**config.mk**
```make
export PLATFORM = sky130hd
export DESIGN_NAME = tpm_tis_controller_flat
export DESIGN_NICKNAME = d
export VERILOG_FILES = /design/src/rtl/tpm_tis_controller_if.sv /design/src/rtl/tpm_tis_controller.sv /design/src/flat_wrapper.sv
export SDC_FILE = /design/constraint.sdc
export NUM_CORES = 1
export LEC_CHECK = 0
export CORE_UTILIZATION = 60
export DETAILED_ROUTE_END_ITERATION = 8
export GPL_TIMING_DRIVEN = 0
export PLACE_DENSITY = 0.86
export SKIP_LAST_GASP = 1
export SYNTH_ARGS = -nofsm -noshare
export SYNTH_HDL_FRONTEND = slang
export SYNTH_SLANG_ARGS = --single-unit
```
**constraint.sdc**
```tcl
create_clock -name clk -period 8.6 [get_ports clk]
set_input_delay 1.72 -clock clk [delete_from_list [all_inputs] [get_ports clk]]
set_output_delay 1.72 -clock clk [all_outputs]
set_load 0.02 [all_outputs]
```
**src/rtl/tpm_tis_controller_if.sv**
```systemverilog
// Bundle of LPC register-access signals and the command/response streams to the TPM engine.
// The master side is the environment (LPC peripheral plus engine); the slave side is the controller.
interface tpm_tis_controller_if;
    logic [15:0] lpcAddr;
    logic [7:0]  lpcWrData;
    logic        lpcDidWrite;
    logic        lpcDidRead;
    logic [7:0]  lpcRdData;
    logic [7:0]  cmdData;
    logic        cmdValid;
    logic        cmdLast;
    logic        cmdReady;
    logic [7:0]  rspData;
    logic        rspValid;
    logic        rspLast;
    logic        rspReady;

    modport master (
        output lpcAddr, lpcWrData, lpcDidWrite, lpcDidRead, cmdReady, rspData, rspValid, rspLast,
        input  lpcRdData, cmdData, cmdValid, cmdLast, rspReady
    );

    modport slave (
        input  lpcAddr, lpcWrData, lpcDidWrite, lpcDidRead, cmdReady, rspData, rspValid, rspLast,
        output lpcRdData, cmdData, cmdValid, cmdLast, rspReady
    );
endinterface

```
**src/rtl/tpm_tis_controller.sv**
```systemverilog
// Minimal TPM TIS locality-0 register map behind LPC: buffers a command, streams it to
// the TPM engine, buffers the response and hands it back through DATA_FIFO.
module tpm_tis_controller #(
    parameter int unsigned BUF_DEPTH = 64,
    parameter logic [31:0] DID_VID   = 32'h0001_1050
) (
    input  logic                  clk,
    input  logic                  reset,
    tpm_tis_controller_if.slave   bus
);
    localparam int unsigned AW = $clog2(BUF_DEPTH);
    localparam int unsigned CW = AW + 1;

    localparam logic [15:0] ADDR_ACCESS = 16'h0000;
    localparam logic [15:0] ADDR_STS    = 16'h0018;
    localparam logic [15:0] ADDR_BC_LO  = 16'h0019;
    localparam logic [15:0] ADDR_BC_HI  = 16'h001A;
    localparam logic [15:0] ADDR_FIFO   = 16'h0024;
    localparam logic [15:0] ADDR_DID0   = 16'h0F00;
    localparam logic [15:0] ADDR_DID1   = 16'h0F01;
    localparam logic [15:0] ADDR_DID2   = 16'h0F02;
    localparam logic [15:0] ADDR_DID3   = 16'h0F03;

    typedef enum logic [2:0] {
        IDLE, READY, RECEPTION, EXECUTION, COMPLETION
    } state_t;

    state_t          state_q, state_d;
    logic            clr_c;
    logic            active_q;
    logic [CW-1:0]   cmd_count_q, tx_ptr_q, rsp_count_q, rd_ptr_q;
    logic [31:0]     cmd_size_q;
    logic            abort_pend_q, cmd_done_q;
    logic            cmd_valid_q, cmd_last_q, rsp_ready_q;
    logic [7:0]      cmd_data_q, rd_data_q, rd_c;
    logic [7:0]      cmd_buf [BUF_DEPTH];
    logic [7:0]      rsp_buf [BUF_DEPTH];

    logic            access_wr_c, sts_wr_c, fifo_wr_c, push_c, pop_c, rsp_fire_c, rsp_store_c;
    logic            expect_c, cmd_rdy_c, avail_c;
    logic [15:0]     burst_c;

    assign bus.lpcRdData = rd_data_q;
    assign bus.cmdData   = cmd_data_q;
    assign bus.cmdValid  = cmd_valid_q;
    assign bus.cmdLast   = cmd_last_q;
    assign bus.rspReady  = rsp_ready_q;

    // Access decode; everything but ACCESS is gated by the granted locality
    assign access_wr_c = bus.lpcDidWrite && (bus.lpcAddr == ADDR_ACCESS);
    assign sts_wr_c    = bus.lpcDidWrite && active_q && (bus.lpcAddr == ADDR_STS);
    assign fifo_wr_c   = bus.lpcDidWrite && active_q && (bus.lpcAddr == ADDR_FIFO) &&
                         ((state_q == READY) || (state_q == RECEPTION));
    assign push_c      = fifo_wr_c && (cmd_count_q < CW'(BUF_DEPTH));
    assign avail_c     = (state_q == COMPLETION) && (rd_ptr_q < rsp_count_q);
    assign pop_c       = bus.lpcDidRead && !bus.lpcDidWrite && active_q &&
                         (bus.lpcAddr == ADDR_FIFO) && avail_c;
    assign rsp_fire_c  = (state_q == EXECUTION) && bus.rspValid && rsp_ready_q;
    assign rsp_store_c = rsp_fire_c && (rsp_count_q < CW'(BUF_DEPTH));

    assign expect_c  = (state_q == RECEPTION) &&
                       ((cmd_count_q < CW'(6)) || (32'(cmd_count_q) < cmd_size_q));
    assign cmd_rdy_c = (state_q == READY) || (state_q == RECEPTION);

    always_comb begin
        burst_c = 16'h0000;
        if (cmd_rdy_c)
            burst_c = 16'(BUF_DEPTH) - 16'(cmd_count_q);
        else if (state_q == COMPLETION)
            burst_c = 16'(rsp_count_q) - 16'(rd_ptr_q);
    end

    // Read data mux, registered every cycle into lpcRdData
    always_comb begin
        rd_c = 8'hFF;
        case (bus.lpcAddr)
            ADDR_ACCESS: rd_c = {1'b1, 1'b0, active_q, 5'b0};
            ADDR_DID0:   rd_c = DID_VID[7:0];
            ADDR_DID1:   rd_c = DID_VID[15:8];
            ADDR_DID2:   rd_c = DID_VID[23:16];
            ADDR_DID3:   rd_c = DID_VID[31:24];
            ADDR_STS:    if (active_q) rd_c = {1'b1, cmd_rdy_c, 1'b0, avail_c, expect_c, 3'b0};
            ADDR_BC_LO:  if (active_q) rd_c = burst_c[7:0];
            ADDR_BC_HI:  if (active_q) rd_c = burst_c[15:8];
            ADDR_FIFO:   if (active_q && avail_c) rd_c = rsp_buf[rd_ptr_q[AW-1:0]];
            default:     rd_c = 8'hFF;
        endcase
    end

    always_ff @(posedge clk) begin
        if (reset) state_q <= IDLE;
        else       state_q <= state_d;
    end

    // Command life-cycle sequencing; clr_c flushes buffers on entry to IDLE/READY
    always_comb begin
        state_d = state_q;
        clr_c   = 1'b0;
        if (access_wr_c && bus.lpcWrData[5]) begin
            state_d = IDLE;
        end else begin
            case (state_q)
                IDLE:       if (sts_wr_c && bus.lpcWrData[6]) state_d = READY;
                READY:      if (fifo_wr_c) state_d = RECEPTION;
                RECEPTION: begin
                    if (sts_wr_c && bus.lpcWrData[6])
                        state_d = READY;
                    else if (sts_wr_c && bus.lpcWrData[5] && !expect_c)
                        state_d = EXECUTION;
                end
                EXECUTION: begin
                    if (rsp_fire_c && bus.rspLast)
                        state_d = (abort_pend_q || (sts_wr_c && bus.lpcWrData[6])) ? READY : COMPLETION;
                end
                COMPLETION: if (sts_wr_c && bus.lpcWrData[6]) state_d = READY;
                default:    state_d = IDLE;
            endcase
        end
        clr_c = (state_d != state_q) && ((state_d == IDLE) || (state_d == READY));
    end

    always_ff @(posedge clk) begin
        if (push_c)      cmd_buf[cmd_count_q[AW-1:0]] <= bus.lpcWrData;
        if (rsp_store_c) rsp_buf[rsp_count_q[AW-1:0]] <= bus.rspData;
    end

    always_ff @(posedge clk) begin
        if (reset) begin
            rd_data_q    <= 8'hFF;
            active_q     <= 1'b0;
            cmd_count_q  <= '0;
            tx_ptr_q     <= '0;
            rsp_count_q  <= '0;
            rd_ptr_q     <= '0;
            cmd_size_q   <= '0;
            abort_pend_q <= 1'b0;
            cmd_done_q   <= 1'b0;
            cmd_valid_q  <= 1'b0;
            cmd_last_q   <= 1'b0;
            cmd_data_q   <= 8'h00;
            rsp_ready_q  <= 1'b0;
        end else begin
            rd_data_q <= rd_c;
            if (access_wr_c) begin
                if (bus.lpcWrData[5])      active_q <= 1'b0;
                else if (bus.lpcWrData[1]) active_q <= 1'b1;
            end
            if (clr_c) begin
                cmd_count_q  <= '0;
                tx_ptr_q     <= '0;
                rsp_count_q  <= '0;
                rd_ptr_q     <= '0;
                cmd_size_q   <= '0;
                abort_pend_q <= 1'b0;
                cmd_done_q   <= 1'b0;
                cmd_valid_q  <= 1'b0;
                cmd_last_q   <= 1'b0;
                rsp_ready_q  <= 1'b0;
            end else begin
                if (push_c) begin
                    cmd_count_q <= cmd_count_q + CW'(1);
                    // Bytes 2..5 carry the big-endian command size
                    if (cmd_count_q >= CW'(2) && cmd_count_q <= CW'(5))
                        cmd_size_q <= {cmd_size_q[23:0], bus.lpcWrData};
                end
                if (state_q == EXECUTION) begin
                    if (sts_wr_c && bus.lpcWrData[6]) abort_pend_q <= 1'b1;
                    if (cmd_valid_q && bus.cmdReady && cmd_last_q) begin
                        cmd_valid_q <= 1'b0;
                        cmd_last_q  <= 1'b0;
                        cmd_done_q  <= 1'b1;
                        rsp_ready_q <= 1'b1;
                    end else if (!cmd_done_q && (!cmd_valid_q || bus.cmdReady)) begin
                        cmd_valid_q <= 1'b1;
                        cmd_data_q  <= cmd_buf[tx_ptr_q[AW-1:0]];
                        cmd_last_q  <= (tx_ptr_q == cmd_count_q - CW'(1));
                        tx_ptr_q    <= tx_ptr_q + CW'(1);
                    end
                    if (rsp_store_c) rsp_count_q <= rsp_count_q + CW'(1);
                    if (rsp_fire_c && bus.rspLast) rsp_ready_q <= 1'b0;
                end
                if (state_q == COMPLETION) begin
                    if (sts_wr_c && bus.lpcWrData[1]) rd_ptr_q <= '0;
                    else if (pop_c)                   rd_ptr_q <= rd_ptr_q + CW'(1);
                end
            end
        end
    end
endmodule
```
**src/flat_wrapper.sv**
```systemverilog
// flat-port wrapper written by rule: the top's interface ports become plain ports
module tpm_tis_controller_flat 
#(
    parameter int unsigned BUF_DEPTH = 64,
    parameter logic [31:0] DID_VID   = 32'h0001_1050
)
  (clk, reset, bus_lpcAddr, bus_lpcWrData, bus_lpcDidWrite, bus_lpcDidRead, bus_cmdReady, bus_rspData, bus_rspValid, bus_rspLast, bus_lpcRdData, bus_cmdData, bus_cmdValid, bus_cmdLast, bus_rspReady);
  tpm_tis_controller_if bus_i ();
  input  logic clk;
  input  logic reset;
  input wire logic [$bits(bus_i.lpcAddr)-1:0] bus_lpcAddr;
  input wire logic [$bits(bus_i.lpcWrData)-1:0] bus_lpcWrData;
  input wire logic [$bits(bus_i.lpcDidWrite)-1:0] bus_lpcDidWrite;
  input wire logic [$bits(bus_i.lpcDidRead)-1:0] bus_lpcDidRead;
  input wire logic [$bits(bus_i.cmdReady)-1:0] bus_cmdReady;
  input wire logic [$bits(bus_i.rspData)-1:0] bus_rspData;
  input wire logic [$bits(bus_i.rspValid)-1:0] bus_rspValid;
  input wire logic [$bits(bus_i.rspLast)-1:0] bus_rspLast;
  output wire logic [$bits(bus_i.lpcRdData)-1:0] bus_lpcRdData;
  output wire logic [$bits(bus_i.cmdData)-1:0] bus_cmdData;
  output wire logic [$bits(bus_i.cmdValid)-1:0] bus_cmdValid;
  output wire logic [$bits(bus_i.cmdLast)-1:0] bus_cmdLast;
  output wire logic [$bits(bus_i.rspReady)-1:0] bus_rspReady;
  assign bus_i.lpcAddr = bus_lpcAddr;
  assign bus_i.lpcWrData = bus_lpcWrData;
  assign bus_i.lpcDidWrite = bus_lpcDidWrite;
  assign bus_i.lpcDidRead = bus_lpcDidRead;
  assign bus_i.cmdReady = bus_cmdReady;
  assign bus_i.rspData = bus_rspData;
  assign bus_i.rspValid = bus_rspValid;
  assign bus_i.rspLast = bus_rspLast;
  assign bus_lpcRdData = bus_i.lpcRdData;
  assign bus_cmdData = bus_i.cmdData;
  assign bus_cmdValid = bus_i.cmdValid;
  assign bus_cmdLast = bus_i.cmdLast;
  assign bus_rspReady = bus_i.rspReady;
  tpm_tis_controller #(.BUF_DEPTH(BUF_DEPTH), .DID_VID(DID_VID)) u_core (.clk(clk), .reset(reset), .bus(bus_i));
endmodule
```
==> summary.md <==
| Metric | Value |
|---|---|
| Hold WC Path Type | flip-flop to flip-flop |
| Initial antenna violation count | 4 |
| Routed wire length per instance | 32.7 µm |
| Hold Vio Cnt, Final | 0 |
| Drt pass-1 iters | 8 |
| Adder-cell share of the synthesized area | less than 1% |
| Max-slew violations | 0 |
| P_leak | 0.0151 µW |
| Die width | about 270 µm |
| Synth Area in Simple Gates | a little over 5% |
| I/O Buffers | 57 |
| Post-CTS Setup Bufs | 0 |
| Post-detail-place hpwl | roughly 73000 µm |
| # setup viols final | 0 |
| Die area | 74900 µm² |
| Post-synth EDFFs | ~1000 |
| Clk_skew | between 0.02 and 0.03 ns |
| Multiplexer share of the synthesized area | between 10% and 20% |
| Global route overflow | 0 |
| Antenna viol nets, final | 0 |
| Post-synthesis async set-or-reset flop share | 0% |
| Outcome | complete, no violations |
| Cells after synthesis | around 2400 |
| Critical path arrival | between 5 and 6 ns |
| Clk root buf | clkbuf_16 |
| WP buf/inv | 1 |
| Max-cap viol count | 0 |
| Minimum clock period | ~5.2 ns |
| Num rows | 99 |
| Worst path max stage delay | 0.93 ns |
| Critical path type | input pin to flip-flop |
| Dpl cell area | about 46000 µm² |
| Clk sinks | between 1000 and 1500 |
| Bufs on Longest Clock Path | 3 |
| CP delay by family, top | simple AND/OR/NAND/NOR gates |
| Final instance area | between 40000 and 50000 µm² |
| DR iter-0 viols | about 4000 |
| Residual DRC | 0 |
| Share of layout cells above drive strength 1 | between 20% and 30% |
| Setup tns final | 0 ns |
| Area growth from synthesis to layout | 12.3% |
| GRT Overall Usage | between 30% and 40% |
| Clk slew on worst S/H paths | ~0.060 ns |
| Yosys reg bits | roughly 1100 |
| Die height | between 200 and 300 µm |
| Post-synth top flop | edfxtp_1 |
| Syn Nets | 2449 |
| Synth cell types | 74 |
| Seq/Total Area, Yosys | about three quarters |
| Max FO, Critical Path | 8 |
| Global-route wire length before repair | ~170000 µm |
| Startpoint class of the critical path | input pin |
| Most Frequent Cell on Critical Path | nand3_1 |
| PD cells | around 220 nW/µm² |
| Worst hold slack | 0.464 ns |
| Worst vdd ir | around 0.20 mV |
| Slew HR | between 4 and 5% |
| Synth warn | 0 |
| Post-CTS Hold Fix Bufs | 0 |
| CTS tree | built |
| Clk_lat worst skew | roughly 0.69 ns |
| Place WS | roughly 2.9 ns |
| Cells along the critical path | clkdlybuf4s50_1 -> nor4_4 -> nand3_1 -> or4_1 -> nor2_2 -> nand3_1 -> nor2_1 |
| Post-layout net count | 2626 |
| I/O pin cnt | between 50 and 60 |
| Fmax | about 190 MHz |
| Syn avg cell area | between 15 and 20 µm² |
| Total CTS buffers | between 100 and 150 |
| Final Wtd Congestion | about 1.1 |
| Post-synthesis compound-gate area fraction | approximately 4.4% |
| CP endpoint kind | flip-flop |
| Starting Density | about three fifths |
| Slowest cell on crit path | nor2_1 |
| Post-CTS sizing | 0 |
| Vias in the first global route | between 20000 and 30000 |
| H-tree depth | 3 |
| Core ar. | about 73000 µm² |
| Largest net degree at the start of global routing | 62 |
| Worst EP required | just under 9 ns |
| Vias post-DR | 25200 |
| Vias per inst | between 6 and 7 |
| Largest family of logic cells by synthesized area | multiplexers |
| Total power | roughly 11000 µW |
| XOR/XNOR Fraction of Synth Area | 0.772% |
| Worst-margin pin slew | 1.43 ns |
| RSZ-0062 raised after global routing | false |
| Post-route setup slack | about 3.4 ns |
| Routed WL | 118000 µm |
| Final worst-path cycle share | a little over 60% |
| Mapped cell area | 44300 µm² |
cell families (layout without fill, tap and decap cells):
family,Yosys count,after routing
mux,282,282
simple gates,485,485
xor+xnor,39,39
flops,1115,1115
compound gates,284,284
buf+inv,164,427
fa+ha+maj,21,21
other cells,0,1
report_power, final:
group          internal (µW)  switching (µW)
Clock                   2690            1980
Combinational           32.7             106
Sequential              5910         0.00464
Total                   8630            2090
layer usage:
layer | up-vias | GRT usage [%] | routed length [µm] | part of all wire, %
li1 | 10000 | - | - | -
met1 | 12600 | 38.6 | 38600 | 33
met2 | 2071 | 52.7 | 58100 | 49
met3 | 506 | 7.32 | 13100 | 11
met4 | 8 | 19.2 | 8180 | 6.9
met5 | - | 0 | 55 | 0.047
synth_stat cells (4+ instances only):
cell type	instances	share of area [%]
a31oi_1	7	0.099
or3b_2	4	0.079
edfxtp_1	1024	69
a22o_1	15	0.30
inv_1	25	0.21
buf_1	21	0.18
mux2_2	12	0.31
nand4_1	13	0.18
a21oi_1	68	0.77
dfxtp_1	91	4.1
and4_1	8	0.16
o22ai_1	9	0.13
nor4_1	11	0.16
nand2_1	122	1.0
clkbuf_1	66	0.56
a221oi_1	7	0.14
xnor2_1	20	0.40
and2_1	5	0.071
buf_4	12	0.20
nor3_1	23	0.26
mux2i_1	10	0.23
nand2b_1	7	0.099
buf_2	33	0.37
nor2b_1	17	0.24
nor2_1	200	1.7
buf_6	7	0.18
ha_1	19	0.54
a2111oi_0	6	0.12
xor2_1	19	0.38
a21oi_2	16	0.32
a22oi_1	80	1.4
a211oi_1	10	0.17
o21ai_0	29	0.33
mux4_2	260	13
nand3b_1	9	0.15
a21boi_0	8	0.14
nand3_1	41	0.46
path summary, 6_finish.rpt:
path | slack (ns) | depth (start not counted) | start | end
min reg2reg | 0.46 | 2 | u_core.cmd_size_q[30] | u_core.cmd_size_q[30]
max reg2reg | 4.38 | 9 | flip-flop | u_core.bus.lpcRdData[7]
max | 3.38 | 7 | bus_lpcAddr[13] | u_core.cmd_buf[13][0]
min | 0.46 | 2 | u_core.cmd_size_q[30] | u_core.cmd_size_q[30]
worst register-to-register path, stage by stage, from the launching register on:
cell and delay, ns:
dfxtp_1 0.39, buf_1 1.07, clkbuf_1 0.85, mux4_2 0.47
a22oi_1 0.21, a21oi_1 0.16, nor2_1 0.14, nor2_1 0.05
o21ai_0 0.34, nand3_1 0.33
final cells by class:
class	instances	area (µm²)
buffer	139	661
clock buffer	133	2730
antenna	1	2.50
tap	959	1200
sequential	1115	32600
fill	4291	23300
clock inverter	57	672
timing repair buffer	73	818
inverter	25	93.8
multi-input combinational	1111	10900
cell usage in the layout, fill, tap and decap left out, types with 9 or more instances in the layout:
master           count
bufinv_16           15
nand4_1             13
nand3_1             41
a21oi_2             16
mux4_2             260
nor2b_1             17
buf_12              15
o22ai_1              9
nor4_1              11
clkinv_2            18
buf_1               21
buf_2               49
nor3_1              23
ha_1                19
xnor2_1             20
dfxtp_1             91
a21oi_1             68
clkbuf_1            93
inv_1               25
clkbuf_16          104
nand3b_1             9
a211oi_1            10
buf_4               12
clkinv_1            19
clkdlybuf4s50_1     41
nor2_1             200
mux2_2              12
a22o_1              15
nand2_1            122
o21ai_0             29
a22oi_1             80
mux2i_1             10
edfxtp_1          1024
xor2_1              19
stage by stage:
step | std cells | utilization, %
finish | 3613 | 68.1
CTS | 3612 | 68.1
floorplan | 2390 | -
detailed placement | 3422 | 63.4
global route | 3612 | 68.1
global placement | 3406 | 63.1
flip-flops by register name, summed over array words and instances, names as in the netlist, named ones only:
name / cells
u_core.cmd_done_q: 1
u_core.rsp_buf: 512
u_core.bus.cmdLast: 1
u_core.bus.cmdValid: 1
u_core.state_q: 3
u_core.cmd_size_q: 32
u_core.rd_ptr_q: 7
u_core.tx_ptr_q: 7
u_core.rsp_count_q: 7
u_core.cmd_buf: 512
u_core.bus.rspReady: 1
u_core.bus.lpcRdData: 8
u_core.bus.cmdData: 8
u_core.cmd_count_q: 7
u_core.abort_pend_q: 1
u_core.active_q: 1
(Power assumes the default switching activity.)
